## config.mk

```make
export PLATFORM = sky130hd
export DESIGN_NAME = wb_stream_arb2
export DESIGN_NICKNAME = d
export VERILOG_FILES = /design/src/rtl/wb_stream_arb2.sv
export SDC_FILE = /design/constraint.sdc
export NUM_CORES = 1
export LEC_CHECK = 0
export BUFFER_PORTS_ARGS = -buffer_cell sky130_fd_sc_hd__buf_2
export CAP_MARGIN = 20
export CORE_AREA = 5 5 127 129
export CTS_CLUSTER_DIAMETER = 60
export DETAILED_ROUTE_END_ITERATION = 8
export DIE_AREA = 0 0 132 134
export PLACE_DENSITY = 0.49
export SLEW_MARGIN = 10
export SYNTH_ARGS = -nofsm -noshare
export SYNTH_HDL_FRONTEND = slang
export SYNTH_SLANG_ARGS = --single-unit
```

## constraint.sdc

```tcl
create_clock -name wb_clk_i -period 1.4 [get_ports wb_clk_i]
set_input_delay 0.28 -clock wb_clk_i [delete_from_list [all_inputs] [get_ports wb_clk_i]]
set_output_delay 0.28 -clock wb_clk_i [all_outputs]
set_load 0.005 [all_outputs]
```

## src/rtl/wb_stream_arb2.sv

```systemverilog
// Two-master round-robin Wishbone arbiter; a grant is held for the whole cyc window so bursts pass unbroken.
// Define WB_ARB_TIMEOUT_EN to abort cycles whose slave stalls for TIMEOUT_CYCLES cycles.
module wb_stream_arb2 #(
  parameter int WB_AW          = 32,
  parameter int WB_DW          = 32,
  parameter int TIMEOUT_CYCLES = 256
) (
  input  logic                 wb_clk_i,
  input  logic                 wb_rst_i,

  input  logic [WB_AW-1:0]     m0_adr_i,
  input  logic [WB_DW-1:0]     m0_dat_i,
  input  logic [WB_DW/8-1:0]   m0_sel_i,
  input  logic                 m0_we_i,
  input  logic                 m0_cyc_i,
  input  logic                 m0_stb_i,
  input  logic [2:0]           m0_cti_i,
  input  logic [1:0]           m0_bte_i,
  output logic [WB_DW-1:0]     m0_dat_o,
  output logic                 m0_ack_o,
  output logic                 m0_err_o,
  output logic                 m0_rty_o,

  input  logic [WB_AW-1:0]     m1_adr_i,
  input  logic [WB_DW-1:0]     m1_dat_i,
  input  logic [WB_DW/8-1:0]   m1_sel_i,
  input  logic                 m1_we_i,
  input  logic                 m1_cyc_i,
  input  logic                 m1_stb_i,
  input  logic [2:0]           m1_cti_i,
  input  logic [1:0]           m1_bte_i,
  output logic [WB_DW-1:0]     m1_dat_o,
  output logic                 m1_ack_o,
  output logic                 m1_err_o,
  output logic                 m1_rty_o,

  output logic [WB_AW-1:0]     s_adr_o,
  output logic [WB_DW-1:0]     s_dat_o,
  output logic [WB_DW/8-1:0]   s_sel_o,
  output logic                 s_we_o,
  output logic                 s_cyc_o,
  output logic                 s_stb_o,
  output logic [2:0]           s_cti_o,
  output logic [1:0]           s_bte_o,
  input  logic [WB_DW-1:0]     s_dat_i,
  input  logic                 s_ack_i,
  input  logic                 s_err_i,
  input  logic                 s_rty_i
);

  localparam logic [1:0] IDLE = 2'd0;
  localparam logic [1:0] GNT0 = 2'd1;
  localparam logic [1:0] GNT1 = 2'd2;
`ifdef WB_ARB_TIMEOUT_EN
  localparam logic [1:0] ABORT = 2'd3;
`endif

  logic [1:0] state;
  logic [1:0] state_nxt;
  logic       last;
  logic       last_nxt;
  logic       gnt0;
  logic       gnt1;
  logic       granted;
  logic       resp;
  logic       timeout_hit;

  assign gnt0    = (state == GNT0);
  assign gnt1    = (state == GNT1);
  assign granted = gnt0 | gnt1;
  assign resp    = s_ack_i | s_err_i | s_rty_i;

`ifdef WB_ARB_TIMEOUT_EN
  localparam int CNT_W = $clog2(TIMEOUT_CYCLES) + 1;

  logic [CNT_W-1:0] stall_cnt;
  logic             stalled;

  // A strobed beat with no response of any kind is a stalled cycle.
  assign stalled     = granted & s_stb_o & ~resp;
  assign timeout_hit = stalled & (stall_cnt == CNT_W'(TIMEOUT_CYCLES - 1));

  always_ff @(posedge wb_clk_i or posedge wb_rst_i) begin
    if (wb_rst_i) begin
      stall_cnt <= '0;
    end else if (!granted || resp || timeout_hit) begin
      stall_cnt <= '0;
    end else if (stalled) begin
      stall_cnt <= stall_cnt + CNT_W'(1);
    end
  end
`else
  logic unused_timeout;
  assign timeout_hit    = 1'b0;
  assign unused_timeout = ^TIMEOUT_CYCLES;
`endif

  always_ff @(posedge wb_clk_i or posedge wb_rst_i) begin
    if (wb_rst_i) begin
      state <= IDLE;
      last  <= 1'b1;
    end else begin
      state <= state_nxt;
      last  <= last_nxt;
    end
  end

  // Grants only start from IDLE, which guarantees one dead bus cycle between owners.
  always_comb begin
    state_nxt = state;
    last_nxt  = last;
    case (state)
      IDLE: begin
        if (m0_cyc_i && (!m1_cyc_i || last)) begin
          state_nxt = GNT0;
          last_nxt  = 1'b0;
        end else if (m1_cyc_i) begin
          state_nxt = GNT1;
          last_nxt  = 1'b1;
        end
      end
      GNT0: begin
        if (!m0_cyc_i) begin
          state_nxt = IDLE;
`ifdef WB_ARB_TIMEOUT_EN
        end else if (timeout_hit) begin
          state_nxt = ABORT;
`endif
        end
      end
      GNT1: begin
        if (!m1_cyc_i) begin
          state_nxt = IDLE;
`ifdef WB_ARB_TIMEOUT_EN
        end else if (timeout_hit) begin
          state_nxt = ABORT;
`endif
        end
      end
`ifdef WB_ARB_TIMEOUT_EN
      ABORT: begin
        if (last ? !m1_cyc_i : !m0_cyc_i) begin
          state_nxt = IDLE;
        end
      end
`endif
      default: state_nxt = IDLE;
    endcase
  end

  // Request and response muxes are purely combinational on the registered state.
  always_comb begin
    s_adr_o  = m0_adr_i;
    s_dat_o  = m0_dat_i;
    s_sel_o  = m0_sel_i;
    s_we_o   = 1'b0;
    s_cyc_o  = 1'b0;
    s_stb_o  = 1'b0;
    s_cti_o  = 3'd0;
    s_bte_o  = 2'd0;
    m0_ack_o = 1'b0;
    m0_err_o = 1'b0;
    m0_rty_o = 1'b0;
    m1_ack_o = 1'b0;
    m1_err_o = 1'b0;
    m1_rty_o = 1'b0;
    if (gnt0) begin
      s_we_o   = m0_we_i;
      s_cyc_o  = m0_cyc_i;
      s_stb_o  = m0_stb_i;
      s_cti_o  = m0_cti_i;
      s_bte_o  = m0_bte_i;
      m0_ack_o = s_ack_i;
      m0_err_o = s_err_i | timeout_hit;
      m0_rty_o = s_rty_i;
    end else if (gnt1) begin
      s_adr_o  = m1_adr_i;
      s_dat_o  = m1_dat_i;
      s_sel_o  = m1_sel_i;
      s_we_o   = m1_we_i;
      s_cyc_o  = m1_cyc_i;
      s_stb_o  = m1_stb_i;
      s_cti_o  = m1_cti_i;
      s_bte_o  = m1_bte_i;
      m1_ack_o = s_ack_i;
      m1_err_o = s_err_i | timeout_hit;
      m1_rty_o = s_rty_i;
    end
  end

  assign m0_dat_o = s_dat_i;
  assign m1_dat_o = s_dat_i;

endmodule

```

==> impl_metrics.tcl <==
set metrics [dict create \
    status "complete, but fails checks" \
    violations "setup timing" \
    synth_seq_area_share 0.04649 \
    dp_hpwl_mm 8.262 \
    wl_met3_mm 1.313 \
    grt_pass1_wl_mm 13.94 \
    ys.warnings.count 0 \
    overflow 0 \
    antenna_found_initial 0 \
    r2r-end "last$_DFFE_PP1P_" \
    critPathBufInv 4 \
    hp-class "in2reg" \
    synthArstFlopShare 1.000 \
    p_leak_uw 0.001691 \
    cp.required_ps 1120 \
    netlist_area_mm2 0.001642 \
    yosysMostFrequentCell "buf_4" \
    period_minus_slack_ps 1886 \
    post-route-period-util 1.347 \
    grt.total_usage 0.1034 \
    wl_met2_mm 5.254 \
    port-buffer-count 238 \
    cts_made_buffers 3 \
    dr.max_layer_used "met4" \
    num_rows 45 \
    syn_nets 359 \
    start_util 0.1100 \
    synthTopCellsByArea "mux2_2 40%, buf_4 32%, mux2_4 9.1%" \
    setup-violations-final 83 \
    power_density_mw_per_mm2 885.1 \
    die_w_um 132 \
    cpMostUsedCell "buf_6" \
    crit_arrival_ps 1610 \
    fmax_mhz 530.2 \
    h-tree-depth 1 \
    max-cap-violations 0 \
    rr_startpoint "state[1]$_DFFE_PP0P_" \
    detail-route-antenna-nets 0 \
    critPathTopFamily "buffers and inverters" \
    skew_ps 5.607 \
    synth_common_cells "70 x buf_4, 58 x mux2_2, 10 x mux2_4, 9 x a22o_1, 6 x and2_1" \
    drtIter0Drc 13 \
    wl_per_cell_um 19.30 \
    ios 335 \
    syn_inst 170 \
    core-area_mm2 0.01492 \
    grt_pass1_vias 2203 \
    r2r_cells 5 \
    insertion_delay_ps 230 \
    m1WireLength_mm 3.678 \
    rsz0062_at_grt "yes" \
    cpMaxStageDelayCell "dfrtp_1" \
    cts-root-buf "clkbuf_16" \
    critical_path_class "reg2out" \
    endpoint_kind "primary output" \
    drv_slew 0 \
    fillers 1666 \
    synth_ff_type "dfrtp_1" \
    clock_path_buffers 2 \
    slew_headroom 0.8959 \
    die_h_um 134 \
    yosysTopAreaCellShare 0.3979 \
    p_total_uw 2776 \
    tightest_slew_ps 155.9 \
    ys_types 20 \
    nets 548 \
    synth-edff-count 0 \
    detail_route.vias_per_cell 3.625 \
    dieArea_mm2 0.01769 \
    irDropWorstVdd_uv 388.3 \
    ys_seq_elements 3 \
    min_path_cells 3 \
    grt_max_degree 24 \
    cp_max_fo 7 \
    clk_pin_slew_ps 30 \
    layout-drive-gt1-share 0.9358 \
    setup_ws_ps -486.0 \
    final_hold_viol_count 0 \
    cts_tree "done" \
    vias 1979 \
    cp-start-kind "register" \
    cp_cell_sequence "nor2b_4 -> buf_6 -> buf_12 -> buf_16 -> mux2_4 -> buf_6" \
    area_growth_pct 91.08 \
    gp_congestion 0.7057 \
    clock-sinks 3 \
    critPathMaxStageDelay_ps 390 \
    wirelength_mm 10.54 \
    min_to "state[1]$_DFFE_PP0P_" \
    hold_path_startpoint "m1_cyc_i" \
    first_pass_iters 3 \
    yosysTopAreaCell "mux2_2" \
    n_antenna_cell 0 \
    syn_area_per_cell_um2 9.656 \
    drc 0 \
    tns_ps -34020 \
    r2r_setup_slack_ps -120 \
]
[placed cells by master (no fill, tap or decap), types with 2 or more instances in the layout]
| cell | instances |
|---|---|
| and2_4 | 3 |
| a22o_1 | 9 |
| dfrtp_1 | 2 |
| buf_12 | 4 |
| and2_1 | 3 |
| mux2_4 | 32 |
| buf_2 | 212 |
| clkbuf_16 | 5 |
| buf_16 | 3 |
| buf_4 | 6 |
| buf_6 | 29 |
| mux2_2 | 36 |
[power breakdown]
part / internal (µW) / leakage, µW / switching [µW] / total (µW)
Sequential: 124 / 0.0000359 / 23.7 / 148
Combinational: 1340 / 0.00162 / 829 / 2170
Clock: 377 / 0.0000382 / 84.3 / 461
[final cells by class]
| class | instances | area [µm²] | share of cell area |
|---|---|---|---|
| clock buffer | 4 | 78.83 | 0.02513 |
| inverter | 1 | 3.754 | 0.001197 |
| multi-input combinational | 93 | 1087 | 0.3466 |
| sequential | 3 | 76.32 | 0.02433 |
| tap | 188 | 235.2 | 0.07499 |
| timing repair buffer | 257 | 1655 | 0.5277 |
[flip-flops by register name, indices dropped and copies added (netlist names)]
signal	flops
state	2
last	1
[per-layer routing]
metal	vias to the layer above	track usage
met1	854	0.1122
met2	189	0.1836
met5	-	0
met4	0	0.02914
li1	908	-
met3	28	0.04464
[worst register-to-register path: cells and delay by family, from the launching register on]
kind                   cells  cell delay [ps]
AOI/OAI and AO/OA          1              230
buffers and inverters      3              380
DFF                        1              380
and+or+nand+nor            1              450
[logic make-up after synthesis]
kind of cell | count (synthesis) | synth area share
multiplexers | 68 | 0.4893
buffers and inverters | 75 | 0.3529
flip-flops | 3 | 0.04650
AND/OR/NAND/NOR | 13 | 0.05564
AO/OA/AOI/OAI | 11 | 0.05564
[how the worst max path moves through the flow]
stage,startpoint,endpoint,slack (ps),cells after the start
2_1_floorplan,state[1]$_DFFE_PP0P_,s_dat_o[24],-90,5
3_3_place_gp,state[0]$_DFFE_PP0P_,s_dat_o[21],-290,4
3_5_place_dp,state[0]$_DFFE_PP0P_,s_dat_o[21],-290,4
4_1_cts,state[0]$_DFFE_PP0P_,s_dat_o[24],-490,6
5_1_grt,state[1]$_DFFE_PP0P_,s_dat_o[29],-530,6
6_report,state[0]$_DFFE_PP0P_,s_dat_o[29],-490,6
[timing repair]
item / 4_1_cts / 5_1_grt
gates cloned: 5 / 3
endpoints found under the hold margin: 2 / 0
hold buffers: 1 / 0
gates resized for setup: 59 / 5
endpoints found under the setup margin: 82 / 83
pin swaps: 4 / 3
buffers inserted: 8 / 1
[through the flow]
step / setup slack [ps] / utilization / hold slack [ps] / std cells / instance area, µm²
CTS: -486.8 / 0.2061 / 347.0 / 543 / 3075
detailed placement: -290.2 / 0.1712 / 157.2 / 527 / 2555
finish: -486.0 / 0.2102 / 352.9 / 546 / 3137
global placement: -292.4 / 0.1712 / 148.9 / 527 / 2555
floorplan: -86.96 / - / 32.92 / 170 / 1642
global route: -530.4 / 0.2102 / 369.8 / 546 / 3137
Note: power is estimated with default switching activity, not from simulation.
